===== config.mk =====
export PLATFORM = sky130hd
export DESIGN_NAME = ultrasonic_ranger
export DESIGN_NICKNAME = d
export VERILOG_FILES = /design/src/rtl/ultrasonic_ranger.sv
export SDC_FILE = /design/constraint.sdc
export NUM_CORES = 1
export LEC_CHECK = 0
export CELL_PAD_IN_SITES_DETAIL_PLACEMENT = 1
export CELL_PAD_IN_SITES_GLOBAL_PLACEMENT = 2
export CORE_AREA = 5 5 147 93
export DETAILED_ROUTE_END_ITERATION = 7
export DIE_AREA = 0 0 152 98
export GPL_TIMING_DRIVEN = 0
export PLACE_DENSITY_LB_ADDON = 0.05
export SYNTH_ARGS = -nofsm -noshare
export SYNTH_HDL_FRONTEND = slang
export SYNTH_SLANG_ARGS = --single-unit

===== constraint.sdc =====
create_clock -name clk_3125KHz -period 3.24 [get_ports clk_3125KHz]
set_input_delay 0.648 -clock clk_3125KHz [delete_from_list [all_inputs] [get_ports clk_3125KHz]]
set_output_delay 0.648 -clock clk_3125KHz [all_outputs]
set_load 0.02 [all_outputs]

===== src/rtl/ultrasonic_ranger.sv =====
// Dual-channel HC-SR04 ranger: alternately triggers left/right sensors, times the echo,
// converts ticks to millimetres and flags an obstacle when either distance is short.
module ultrasonic_ranger #(
    parameter int          TRIG_TICKS   = 32,
    parameter int          RISE_TIMEOUT = 31250,
    parameter int          ECHO_TIMEOUT = 118750,
    parameter int          GAP_TICKS    = 187500,
    parameter logic [15:0] MAX_DIST     = 16'd4000,
    parameter logic [15:0] STOP_DIST    = 16'd150
) (
    input  logic        clk_3125KHz,
    input  logic        rst_n,
    input  logic        enable,
    input  logic        echo_left,
    input  logic        echo_right,
    output logic        trig_left,
    output logic        trig_right,
    output logic [15:0] dist_left,
    output logic [15:0] dist_right,
    output logic        update,
    output logic        update_ch,
    output logic        obstacle
);

    localparam logic [17:0] TRIG_LAST = 18'(TRIG_TICKS - 1);
    localparam logic [17:0] RISE_LAST = 18'(RISE_TIMEOUT - 1);
    localparam logic [17:0] ECHO_LAST = 18'(ECHO_TIMEOUT - 1);
    localparam logic [17:0] GAP_LAST  = 18'(GAP_TICKS - 1);

    typedef enum logic [2:0] {
        IDLE,
        TRIG,
        WAIT_RISE,
        MEASURE,
        GAP
    } state_t;

    state_t      state_reg, state_next;
    logic [17:0] timer_reg, timer_next;
    logic        ch_reg, ch_next;
    logic        update_reg;
    logic        update_ch_reg;
    logic        obstacle_reg;

    logic        wr_en;
    logic [15:0] wr_val;
    logic        echo_s;
    logic [1:0]  echo_raw;
    logic [1:0]  echo_sync;
    logic [19:0] product;
    logic [15:0] dist_conv;

    assign echo_raw = {echo_right, echo_left};

    // Per-channel synchroniser, trigger flop and distance register (index 0 = left, 1 = right)
    for (genvar gi = 0; gi < 2; gi++) begin : g_ch
        logic [1:0]  sync_reg;
        logic        trig_reg;
        logic [15:0] dist_reg;

        always_ff @(posedge clk_3125KHz or negedge rst_n) begin
            if (!rst_n) begin
                sync_reg <= 2'b00;
                trig_reg <= 1'b0;
                dist_reg <= MAX_DIST;
            end else begin
                sync_reg <= {sync_reg[0], echo_raw[gi]};
                trig_reg <= (state_next == TRIG) && (ch_next == 1'(gi));
                if (wr_en && (ch_reg == 1'(gi))) begin
                    dist_reg <= wr_val;
                end
            end
        end

        assign echo_sync[gi] = sync_reg[1];
    end

    assign echo_s = ch_reg ? echo_sync[1] : echo_sync[0];

    // 0.32 us/tick at 343 m/s round trip is ~0.0549 mm/tick, approximated by 7/128
    assign product   = {2'b00, timer_reg} * 20'd7;
    assign dist_conv = {3'b000, product[19:7]};

    always_comb begin
        state_next = state_reg;
        timer_next = timer_reg + 18'd1;
        ch_next    = ch_reg;
        wr_en      = 1'b0;
        wr_val     = MAX_DIST;

        case (state_reg)
            IDLE: begin
                if (enable) begin
                    state_next = TRIG;
                end
            end
            TRIG: begin
                if (timer_reg == TRIG_LAST) begin
                    state_next = WAIT_RISE;
                end
            end
            WAIT_RISE: begin
                if (echo_s) begin
                    state_next = MEASURE;
                end else if (timer_reg == RISE_LAST) begin
                    wr_en      = 1'b1;
                    state_next = GAP;
                end
            end
            MEASURE: begin
                if (!echo_s) begin
                    wr_en      = 1'b1;
                    wr_val     = dist_conv;
                    state_next = GAP;
                end else if (timer_reg == ECHO_LAST) begin
                    wr_en      = 1'b1;
                    state_next = GAP;
                end
            end
            GAP: begin
                if (timer_reg == GAP_LAST) begin
                    ch_next    = ~ch_reg;
                    state_next = enable ? TRIG : IDLE;
                end
            end
            default: begin
                state_next = IDLE;
            end
        endcase

        if (state_next != state_reg) begin
            timer_next = 18'd0;
        end
    end

    always_ff @(posedge clk_3125KHz or negedge rst_n) begin
        if (!rst_n) begin
            state_reg     <= IDLE;
            timer_reg     <= 18'd0;
            ch_reg        <= 1'b0;
            update_reg    <= 1'b0;
            update_ch_reg <= 1'b0;
            obstacle_reg  <= 1'b0;
        end else begin
            state_reg    <= state_next;
            timer_reg    <= timer_next;
            ch_reg       <= ch_next;
            update_reg   <= wr_en;
            obstacle_reg <= (g_ch[0].dist_reg < STOP_DIST) || (g_ch[1].dist_reg < STOP_DIST);
            if (wr_en) begin
                update_ch_reg <= ch_reg;
            end
        end
    end

    assign trig_left  = g_ch[0].trig_reg;
    assign trig_right = g_ch[1].trig_reg;
    assign dist_left  = g_ch[0].dist_reg;
    assign dist_right = g_ch[1].dist_reg;
    assign update     = update_reg;
    assign update_ch  = update_ch_reg;
    assign obstacle   = obstacle_reg;

endmodule


==> impl_metrics.csv <==
group,metric,value,unit
outcome,outcome,"complete, no violations",
logic_synthesis,yosysWarnings,0,
die,die_w,152,um
drt,route.detailed.drc,0,
logic_synthesis,synth-compound-area-share,0.136,
clocking,cts_tree,"yes",
grt,grt_max_degree,36,
die,die_h,98,um
critical_path,start_kind,"register",
drt,firstDrtPassIters,4,
worst_hold_path,hold_path_class,"in -> async",
sta,grt_setup_unrepaired,"no",
drt,wl_per_cell,18.1,um
logic_synthesis,ys_seq_elements,57,
logic_synthesis,synth_top_family_by_area,"adder cells",
sta,hold_viol_final,0,
logic_synthesis,synth-simple-area-share,0.174,
logic_synthesis,synth_edf_count,0,
logic_synthesis,netlist.area_leader.share,0.259,
critical_path,critPathCaptureType,"register",
finish,n_antenna_cell,0,
clocking,cts_buffer_depth,2,
die,rows,32,
clocking,insertion_delay,0.33,ns
finish,fin_nets,575,
place,post_dp_cell_area,0.00495,mm^2
clocking,h-tree-depth,3,
sta,worst_pin_slew,0.698,ns
logic_synthesis,synth.mux.area_fraction,0.0230,
grt,gr-usage-all-layers,0.172,
place,place_ws,-0.175,ns
sta,final.setup.worst_slack,0.0805,ns
place,dp_hpwl,9510,um
grt,overflow,0,
logic_synthesis,synth.largest_area_cell,"dfrtp_1",
logic_synthesis,ys_seq_area_frac,0.331,
logic_synthesis,synth-adder-area-share,0.228,
pwr,p_per_area,490,mW/mm^2
critical_path,worstSetupPathType,"reg -> reg",
clocking,cts.sinks,57,
sta,min_period,3.16,ns
sta,drv_slew,0,
sta,relSlewSlack,0.535,
clocking,cts_root_buffer,"clkbuf_16",
logic_synthesis,syn_inst,445,
logic_synthesis,synth_xor_area_frac,0.0503,
logic_synthesis,syn_area,0.00436,mm^2
drt,via_count,3437,
flow_run,drv_cap,0,
logic_synthesis,yosysMostFrequentCell,"ha_1",
drt,wl_met1,6780,um
clocking,cts.clk_slew.worst_paths,0.05,ns
logic_synthesis,synth.avg_cell_area,9.79,um^2
die,core,0.0123,mm^2
die,ios,42,
logic_synthesis,ys_dominant_reg_cell,"dfrtp_1",
finish,drive_gt1_frac,0.154,
pwr,leakagePower,0.00246,uW
drt,drt_wl_total,12200,um
sta,clock.fmax,317,MHz
clocking,hold_buffers,0,
logic_synthesis,async_flop_share,1.00,
drt,top_layer,"met4",
critical_path,worstReg2RegStart,"timer_reg[10]$_DFF_PN0_",
critical_path,path_max_fanout,8,
drt,dr_wl_met2,4920,um
grt,grt_pass1_wl,20600,um
pwr,ir_drop,286,uV
grt,grt_pass1_vias,3784,
sta,period_share,0.975,
drt,routed-wl-met3,425,um
drt,viasPerCell,5.08,
sta,fin_tns_setup,0,ns
die,start_util,0.353,
drt,drt_iter0_drc,127,
grt,antenna_found_initial,0,
logic_synthesis,yosysUniqueCellTypes,61,
die,dieArea,0.0149,mm^2
place,gp_congestion,0.782,
finish,area_growth,22.3,%
critical_path,worstPathArrival,3.39,ns
logic_synthesis,synth_common_cells,"52 x ha_1, 45 x dfrtp_1, 43 x nor2_1, 36 x nand2_1, 31 x inv_1",
sta,skew,0.00900,ns
finish,final_area,0.00533,mm^2
critical_path,cp.required,3.47,ns
clocking,cts_buffers,9,
place,port_buffers,35,
finish,largest_reg_flops,18,
drt,drtAntennaViolNets,0,
sta,setup_viol,0,
critical_path,cp-startpoint,"timer_reg[10]$_DFF_PN0_",
logic_synthesis,ys_top_cells_by_area,"dfrtp_1 26%, ha_1 15%, fa_1 7.8%",
-- timing repair --
item                       4_1_cts  5_1_grt
setup endpoints to repair        6        8
resized for setup                6       13
buffers inserted                 2        2
pin swaps                        1        2
-- cell type report --
| type | count | area [um^2] |
|---|---|---|
| fill | 1415 | 7010 |
| multi-input combinational | 340 | 2750 |
| sequential | 57 | 1450 |
| timing repair buffer | 40 | 395 |
| clock buffer | 12 | 246 |
| tap | 170 | 213 |
| buffer | 22 | 134 |
| inverter | 31 | 116 |
| clock inverter | 4 | 20.0 |
-- metrics by stage --
stage,util,hold WS (ns),cells,total power [uW]
CTS,0.426,0.350,674,2590
global placement,0.400,0.334,655,1670
global route,0.432,0.364,676,2790
finish,0.432,0.323,676,2610
detailed placement,0.402,0.345,656,1700
floorplan,-,0.331,450,1420
-- power by group --
part | internal [uW] | leakage (uW) | switching (uW)
sequential | 812 | 0.000715 | 72.0
clock | 532 | 0.000136 | 332
combinational | 368 | 0.00161 | 491
total | 1710 | 0.00246 | 895
-- worst paths after layout --
check | end | slack (ns) | depth (start not counted)
max | dist_left[11]$_DFFE_PN1P_ | 0.08 | 8
min | state_reg[2]$_DFF_PN0_ | 0.32 | 1
max reg2reg | dist_left[11]$_DFFE_PN1P_ | 0.08 | 8
min reg2reg | g_ch[1].sync_reg[1]$_DFF_PN0_ | 0.35 | 0
max in group asynchronous | dist_right[7]$_DFFE_PN1P_ | 2.24 | 2
min in group clk_3125KHz | g_ch[1].sync_reg[1]$_DFF_PN0_ | 0.35 | 0
-- layout by cell type (no fill, tap or decap), drive strengths merged, types with 9 or more instances in the layout --
master and n:
ha 52, dfrtp 45, nor2 43, nand2 36, clkdlybuf4s50 34, inv 31, buf 22, xnor2 21
a21oi 19, clkbuf 18, fa 17, dfstp 12, nand3 11, o31ai 11, nand4 10, and4 9
nor3 9, o21ai 9
-- routing by layer --
layer,GRT usage,up-vias
li1,-,1645
met5,0,-
met2,0.245,40
met4,0.0338,0
met3,0.0363,9
met1,0.267,1743
-- critical path, stage by stage, from the launching register on --
cell and delay, ns:
dfrtp_1 0.55, fa_1 0.48, ha_1 0.28, clkbuf_1 0.30, a21oi_1 0.19, o21ai_1 0.30, a311oi_2 0.21, a2111oi_0 0.60
nor3_1 0.14
-- logic make-up after synthesis --
group / after synthesis
other: 1
flip-flops: 57
buffers and inverters: 53
AO/OA/AOI/OAI: 83
XOR/XNOR: 25
multiplexers: 9
AND/OR/NAND/NOR: 148
adder cells (fa/ha/maj): 69
(Power assumes the default switching activity.)
